## src/rtl/ps2_key_tracker.sv

```systemverilog
// PS/2 set-2 scan-code tracker: pops bytes from the keyboard FIFO, decodes
// make/break/extended sequences, and reports the held key, ASCII and press count.
module ps2_key_tracker #(
  parameter int unsigned COUNT_MAX   = 99,
  parameter bit          ASCII_UPPER = 1'b0
) (
  input  logic       clk,
  input  logic       resetn,
  input  logic [7:0] ps2_data,
  input  logic       ps2_ready,
  input  logic       ps2_overflow,
  output logic       ps2_nextdata_n,
  output logic [7:0] key_code,
  output logic [7:0] key_ascii,
  output logic       key_ext,
  output logic       key_valid,
  output logic [7:0] key_count,
  output logic       err_overflow
);

  typedef enum logic [1:0] {
    IDLE   = 2'd0,
    ACK    = 2'd1,
    SETTLE = 2'd2
  } state_t;

  localparam logic [7:0] LP_CMAX   = 8'(COUNT_MAX);
  localparam logic [7:0] LP_LETTER = ASCII_UPPER ? 8'h41 : 8'h61;
  localparam logic [7:0] LP_DIGIT  = 8'h30;
  localparam logic [7:0] LP_EXT    = 8'hE0;
  localparam logic [7:0] LP_BRK    = 8'hF0;

  state_t     r_state;
  logic [7:0] r_byte;
  logic       r_ext_p;
  logic       r_brk_p;

  logic       w_same;
  logic [7:0] w_ascii;
  logic [7:0] w_count_nxt;

  // Set-2 scan code to ASCII for a-z and 0-9; anything else maps to 0x00.
  function automatic logic [7:0] f_lut(input logic [7:0] b);
    logic [7:0] v;
    v = '0;
    case (b)
      8'h1C: v = LP_LETTER + 8'd0;
      8'h32: v = LP_LETTER + 8'd1;
      8'h21: v = LP_LETTER + 8'd2;
      8'h23: v = LP_LETTER + 8'd3;
      8'h24: v = LP_LETTER + 8'd4;
      8'h2B: v = LP_LETTER + 8'd5;
      8'h34: v = LP_LETTER + 8'd6;
      8'h33: v = LP_LETTER + 8'd7;
      8'h43: v = LP_LETTER + 8'd8;
      8'h3B: v = LP_LETTER + 8'd9;
      8'h42: v = LP_LETTER + 8'd10;
      8'h4B: v = LP_LETTER + 8'd11;
      8'h3A: v = LP_LETTER + 8'd12;
      8'h31: v = LP_LETTER + 8'd13;
      8'h44: v = LP_LETTER + 8'd14;
      8'h4D: v = LP_LETTER + 8'd15;
      8'h15: v = LP_LETTER + 8'd16;
      8'h2D: v = LP_LETTER + 8'd17;
      8'h1B: v = LP_LETTER + 8'd18;
      8'h2C: v = LP_LETTER + 8'd19;
      8'h3C: v = LP_LETTER + 8'd20;
      8'h2A: v = LP_LETTER + 8'd21;
      8'h1D: v = LP_LETTER + 8'd22;
      8'h22: v = LP_LETTER + 8'd23;
      8'h35: v = LP_LETTER + 8'd24;
      8'h1A: v = LP_LETTER + 8'd25;
      8'h45: v = LP_DIGIT + 8'd0;
      8'h16: v = LP_DIGIT + 8'd1;
      8'h1E: v = LP_DIGIT + 8'd2;
      8'h26: v = LP_DIGIT + 8'd3;
      8'h25: v = LP_DIGIT + 8'd4;
      8'h2E: v = LP_DIGIT + 8'd5;
      8'h36: v = LP_DIGIT + 8'd6;
      8'h3D: v = LP_DIGIT + 8'd7;
      8'h3E: v = LP_DIGIT + 8'd8;
      8'h46: v = LP_DIGIT + 8'd9;
      default: v = '0;
    endcase
    return v;
  endfunction

  always_comb begin
    w_same      = key_valid && (r_byte == key_code) && (r_ext_p == key_ext);
    w_ascii     = r_ext_p ? '0 : f_lut(r_byte);
    w_count_nxt = (key_count == LP_CMAX) ? '0 : key_count + 8'd1;
  end

  always_ff @(posedge clk or negedge resetn) begin
    if (!resetn) begin
      r_state        <= IDLE;
      r_byte         <= '0;
      r_ext_p        <= 1'b0;
      r_brk_p        <= 1'b0;
      ps2_nextdata_n <= 1'b1;
      key_code       <= '0;
      key_ascii      <= '0;
      key_ext        <= 1'b0;
      key_valid      <= 1'b0;
      key_count      <= '0;
      err_overflow   <= 1'b0;
    end else begin
      if (ps2_overflow) err_overflow <= 1'b1;
      case (r_state)
        IDLE: begin
          if (ps2_ready) begin
            r_byte         <= ps2_data;
            ps2_nextdata_n <= 1'b0;
            r_state        <= ACK;
          end
        end
        ACK: begin
          ps2_nextdata_n <= 1'b1;
          r_state        <= SETTLE;
          if (r_byte == LP_EXT) begin
            r_ext_p <= 1'b1;
          end else if (r_byte == LP_BRK) begin
            r_brk_p <= 1'b1;
          end else begin
            r_ext_p <= 1'b0;
            r_brk_p <= 1'b0;
            // Break only releases the matching held key; a repeated make is typematic.
            if (r_brk_p) begin
              if (w_same) key_valid <= 1'b0;
            end else if (!w_same) begin
              key_code  <= r_byte;
              key_ext   <= r_ext_p;
              key_valid <= 1'b1;
              key_ascii <= w_ascii;
              key_count <= w_count_nxt;
            end
          end
        end
        SETTLE: r_state <= IDLE;
        default: r_state <= IDLE;
      endcase
    end
  end

endmodule

```

## config.mk

```make
export PLATFORM = sky130hd
export DESIGN_NAME = ps2_key_tracker
export DESIGN_NICKNAME = d
export VERILOG_FILES = /design/src/rtl/ps2_key_tracker.sv
export SDC_FILE = /design/constraint.sdc
export NUM_CORES = 1
export LEC_CHECK = 0
export CAP_MARGIN = 20
export CORE_ASPECT_RATIO = 0.8
export CORE_MARGIN = 10
export CORE_UTILIZATION = 50
export CTS_CLUSTER_SIZE = 12
export DETAILED_ROUTE_END_ITERATION = 10
export MAX_ROUTING_LAYER = met4
export PLACE_DENSITY = 0.76
export SLEW_MARGIN = 20
export SYNTH_ARGS = -nofsm -noshare
export SYNTH_HDL_FRONTEND = slang
export SYNTH_SLANG_ARGS = --single-unit
```

## constraint.sdc

```tcl
create_clock -name clk -period 3.2 [get_ports clk]
set_input_delay 0.48 -clock clk [delete_from_list [all_inputs] [get_ports clk]]
set_output_delay 0.48 -clock clk [all_outputs]
set_load 0.01 [all_outputs]
```

==> run metrics, run 1 <==
initial core utilization 0.5230; post-CTS sizing 0; nets between 300 and 400; DPL Wire Length 4415 um; run status complete, no violations; EDFF count, synth 0; share of post-route cells with drive strength above 1 0.1250; Peak VDD IR 0.0004256 V; critical path class reg -> reg; Worst Max-Slew Pin Slew 0.8339 ns; Top delay family on crit path compound AO/OA/AOI/OAI gates; Post-synth ARST share 1.000; register bit total from synthesis 39; CP cell instances inv_1, ha_1, nand4b_1, o211ai_2, buf_4, a22oi_1, o31ai_1; synth warn 0; Max-Cap Viols 0; slowest CP cell o211ai_2; Core Area 4624 sq um; largest net degree at the start of global routing 40; Internal 1.358 mW; Synth cell types 52; Crit path depth 7; PD cells ~770 nW/um^2; register share of total power 0.377; DRT iter0 DRCs 212; GPL Wtd Cong 0.9783; clock-pin slew on the worst setup and hold paths 0.08 ns; clock power share 0.142; gr usage total 0.1528; hold-fix buffers at CTS 0; Net Count, Synth between 200 and 300; sequential-to-total area share from yosys stat 0.4040; Rows 22; Syn Inst Count 254; CTS root buf clkbuf_8; fin crit period 2.526 ns; FMAX 0.3958 GHz; initial antenna violation count 0; CP startpoint kind register; Num Clock Sinks 39; WP buf/inv 2; Final Hold Viols 0; # port buffers 38; Die Y 82.21 um; final WL slightly below 6000 um; max incr delay on CP 0.65 ns; Post-Syn Area about 2400 sq um; Hold Path Class in -> async; Main synth FF type dfrtp_1; CP Capture Type register; # DRC 0; Fin Hold WS 0.2729 ns; largest area contributor in the netlist dfrtp_1; final setup fails 0; Switching Share 0.3955; combinational power share 0.481; Psw 0.8887 mW; Critical Path RT 3.39 ns; setup_tns 0 ns; leading post-synthesis cells by cell area dfrtp_1 (39%), mux2_2 (7.4%), ha_1 (4.7%); Crit Path Max Fanout 19; Final ANT Viol Nets 0; number of global-route vias before repair 1939; Setup Fix Bufs, Post-CTS 0; Vias/cell between 5 and 6; share of the synthesized area in the top cell type 0.3932; Rel. slew slack 0.4441; drt pass-1 iters 4; die area 8036 sq um; Syn Area/Cell 9.522 sq um; CTS Buffer Depth 2; grt ovf 0; Slew Viols, Final 0; TritonCTS clock tree built; RSZ-0062 raised after global routing no; WP data arrival around 2.7 ns; die boundary width 97.76 um; DR WL/cell approximately 17 um; fin crit share 0.7895; first-pass GRT wire length between 9000 and 10000 um; Lkg Pwr 1.209 nW; I/O pins 40; Worst-Skew Late Latency ~0.30 ns; n_diodes 0; total CTS buffers 5; Vias roughly 2000; Reg2Reg Depth 7; H-tree depth 2; synth-to-layout area growth 19.97%; Clock Skews 0.01072 ns
## power groups by stage
stage	combinational, mW	sequential (mW)	clock (mW)
2_1_floorplan	0.631	0.852	0
3_3_place_gp	1.07	0.850	0
3_5_place_dp	1.08	0.857	0
4_1_cts	1.09	0.848	0.329
5_1_grt	1.18	0.879	0.349
6_report	1.08	0.848	0.319
## per-layer routing
metal,wire [um],up-vias,track usage,share of wire
li1,-,974,-,-
met1,2815,957,0.2077,0.48
met2,2461,82,0.2166,0.42
met3,527,5,0.04066,0.090
met4,53,0,0.04783,0.0090
met5,0,-,-,0
## cell usage in the layout (no fill, tap or decap), drive strengths merged, types with 3 or more instances in the layout
| cell | netlist | final |
|---|---|---|
| a211oi | 6 | 6 |
| a21oi | 8 | 8 |
| a22oi | 3 | 3 |
| a32oi | 3 | 3 |
| buf | 12 | 5 |
| clkbuf | 4 | 7 |
| clkdlybuf4s50 | 0 | 37 |
| dfrtp | 38 | 38 |
| ha | 9 | 9 |
| inv | 10 | 10 |
| mux2 | 16 | 16 |
| mux2i | 4 | 4 |
| nand2 | 22 | 22 |
| nand2b | 10 | 10 |
| nand3 | 8 | 8 |
| nand3b | 3 | 3 |
| nor2 | 16 | 16 |
| nor2b | 3 | 3 |
| nor3 | 5 | 5 |
| nor3b | 3 | 3 |
| o211ai | 3 | 3 |
| o21ai | 19 | 19 |
| o21bai | 3 | 3 |
| o31ai | 6 | 6 |
| or3 | 4 | 4 |
| xor2 | 8 | 8 |
## area by class of cell
cell class,instances,area (sq um)
clock buffer,7,76.32
clock inverter,1,5.005
fill,412,1723
inverter,10,37.54
multi-input combinational,189,1325
sequential,39,977.2
tap,60,75.07
timing repair buffer,42,405.4
## worst register-to-register path, cell delays in order, from the launching register on
cell	delay [ns]
dfrtp_1	0.53
inv_1	0.25
ha_1	0.30
nand4b_1	0.16
o211ai_2	0.65
buf_4	0.33
a22oi_1	0.12
o31ai_1	0.09
## cell usage after synthesis (4+ instances only)
cell      count
dfrtp_1      38
nand2_1      22
o21ai_0      17
mux2_2       16
nor2_1       16
inv_1        10
buf_2         9
ha_1          9
nand2b_1      9
a21oi_1       8
nand3_1       8
xor2_1        8
a211oi_1      6
o31ai_1       6
clkbuf_1      4
mux2i_1       4
nor3_1        4
or3_1         4
## sequential cells by signal, summed over array words and instances (netlist names)
register and count:
err_overflow 1, key_ascii 7, key_code 8, key_count 8, key_ext 1, key_valid 1
ps2_nextdata_n 1, r_brk_p 1, r_byte 8, r_ext_p 1, r_state 2
## cells by family after synthesis
family	share of synthesized area
adders and majority gates	0.04656
other	0.001551
buffers and inverters	0.04811
xor gates and xnor gates	0.03622
muxes	0.1004
DFF	0.4040
AOI/OAI and AO/OA	0.1707
and+or+nand+nor	0.1924
## path summary, 6_finish.rpt
| check | slack, ns | start | endpoint |
|---|---|---|---|
| worst max-delay path | 0.67 | r_byte[1] | key_ascii[1] |
| worst min-delay path | 0.27 | resetn | key_count[2] |
| worst max register to register | 0.67 | r_byte[1] | key_ascii[1] |
| worst min register to register | 0.47 | err_overflow | err_overflow |
| max in group asynchronous | 2.38 | resetn | r_byte[1] |
| min in group clk | 0.47 | err_overflow | err_overflow |
## metrics by stage
step                      utilization  worst slack [ns]  std cells  cell area, sq um  power [mW]
after floorplan                     -            0.9877        254              2419       1.483
after global placement         0.6098            0.8487        340              2820       1.917
after detailed placement       0.6098            0.7063        340              2820       1.938
after CTS                      0.6274            0.6889        348              2902       2.263
after global routing           0.6274            0.4235        348              2902       2.409
final                          0.6274            0.6736        348              2902       2.247
Note: power is estimated with default switching activity, not from simulation.
==> run 2: changes to the inputs <==
- CORE_UTILIZATION: 50 -> 48
- clock period: 3.2 -> 2.05 ns (I/O delays scaled with it)
==> run 2 against run 1 <==
  * Clock skew shrank 0.0019 ns
  * Clock power rose by 57%
  * Combinational power increased by 95%
  * Die area rose by 3.2%
  * Register-to-register slack worse by 0.60 ns
  * Flip-flop and latch count unchanged
  * Via count increased by 6.9%
  * Global-route usage up 0.52 points
  * Routed wire length is 7.9% higher
  * Maximum frequency rose by 28%
  * Highest routed layer unchanged
==> run metrics, run 2 (synthesis gave the netlist of run 1 again) <==
Die Y 83.49 um; reg2reg setup slack 0.07 ns; fin area about 3200 sq um; Slew Viols, Final 0; TritonCTS clock tree built; initial core utilization 0.4886; Final Hold Viols 0; fin crit share 0.9659; drt pass-1 iters 4; Hold Path Class in -> async; n_diodes 0; DPL Wire Length 4760 um; WP data arrival 2.16 ns; Core Area 4950 sq um; number of global-route vias before repair 2141; Switching Share 0.3827; initial antenna violation count 0; FF/Latch Area 977.2 sq um; Util after Layout 0.6517; Vias/cell roughly 5.6; Crit Path Max Fanout 6; worst r2r src r_byte[5]; Num Clock Sinks 39; Fin Hold WS 0.4061 ns; commonest non-fill, non-tap cell in the layout dfrtp_1; # port buffers 38; Rows 23; Lkg Pwr roughly 1.4 nW; DR WL/cell roughly 16 um; largest net degree at the start of global routing 36; run status complete, no violations; CP Capture Type register; Overall Power roughly 3.8 mW; max incr delay on CP 0.39 ns; biggest regs key_code: 8 flops, key_count: 8 flops, r_byte: 8 flops; PD cells 1192 nW/um^2; Worst-Skew Late Latency 0.29 ns; slowest CP cell dfrtp_1; final setup fails 0; Critical Path Start r_byte[5]; Post-Place Cell Area 3020 sq um; CP startpoint kind register; RSZ-0062 raised after global routing yes; multi-input logic area 1363 sq um; nets 344; most frequent cells in the layout dfrtp_1 (38), clkdlybuf4s50_1 (37), buf_4 (36), nand2_1 (22), o21ai_0 (17); final WL roughly 6300 um; first-pass GRT wire length approximately 11000 um; fin crit period 1.980 ns; Psw 1.472 mW; share of post-route cells with drive strength above 1 0.2377; combinational power share 0.549; die boundary width 99.36 um; CP cell instances xor2_1, nor4_2, nand4_1, ha_2, o211ai_4, buf_6, mux2_2; clock-pin slew on the worst setup and hold paths 0.08 ns; Fillers 428; register share of total power 0.320; Clock Skews 0.008831 ns; clock power share 0.131; FMAX 0.5050 GHz; Max-Cap Viols 0; die area 8296 sq um; total CTS buffers 5; CTS root buf clkbuf_8; CTS Buffer Depth 2; Peak VDD IR 0.0007178 V; Critical Path RT 2.23 ns; # DRC 0; Vias 2158; synth-to-layout area growth 33.37%; critical path class reg -> reg; grt ovf 0; GPL Wtd Cong between 0.8 and 0.9; Final ANT Viol Nets 0; Internal 2.374 mW; I/O pins 40; DRT iter0 DRCs between 150 and 200; gr usage total 0.1580; H-tree depth 2
## run 2: changes by cell type in the layout (fill, tap and decap cells not counted), sizes merged
cell,before,now
buf,5,40
dlygate4sd3,0,1
## run 2: what timing repair did
| item | CTS | global route |
|---|---|---|
| hold endpoints to repair | 8 | 0 |
| hold buffers | 1 | 0 |
| gates resized for setup | 4 | 7 |
| pin swaps | 3 | 7 |
| setup buffers | 3 | 6 |
| setup endpoints to repair | 12 | 16 |
## run 2: cell type report
cell class	count	share of cell area
Multi-Input combinational cell	189	0.4224
Sequential cell	39	0.3029
Timing Repair Buffer	78	0.2137
Tap cell	62	0.02405
Clock buffer	7	0.02366
Inverter	10	0.01164
Clock inverter	1	0.001552
## run 2: power by group through the flow
stage	sequential [mW]	clock, mW	combinational (mW)
2_1_floorplan	1.33	0	1.00
3_3_place_gp	1.23	0	1.97
3_5_place_dp	1.25	0	2.00
4_1_cts	1.24	0.507	2.05
5_1_grt	1.27	0.553	2.32
6_report	1.23	0.502	2.11
## run 2: path summary, 6_finish.rpt
kind	depth (start not counted)	end
setup / recovery	7	key_code[2]
hold / removal	2	r_byte[4]
setup reg to reg	7	key_code[2]
hold reg to reg	1	r_state[0]
max in group asynchronous	3	ps2_nextdata_n
min in group clk	1	r_state[0]
## run 2: worst max-delay path: cells and delay by family, from the launching register on
kind                       cells  cell delay [ns]
xor gates and xnor gates       1             0.17
muxes                          1             0.33
buffers and inverters          1             0.18
adders and majority gates      1             0.24
AOI/OAI and AO/OA              1             0.13
DFF                            1             0.39
and+or+nand+nor                2             0.43
## run 2: stage by stage
stage                     cells  setup slack [ns]   TNS (ns)
after detailed placement    368          -0.05915    -0.3078
after global placement      368           0.01060          0
final                       386           0.06983          0
after global routing        386         -0.003967  -0.004688
after CTS                   380          0.003636          0
after floorplan             254          0.006805          0
## run 2: routing by layer
| metal | routed length [um] | track usage | part of all wire |
|---|---|---|---|
| met5 | 0 | - | 0 |
| met4 | 68 | 0.03381 | 0.011 |
| met3 | 512 | 0.05215 | 0.081 |
| met2 | 2767 | 0.2252 | 0.44 |
| met1 | 2973 | 0.2120 | 0.47 |
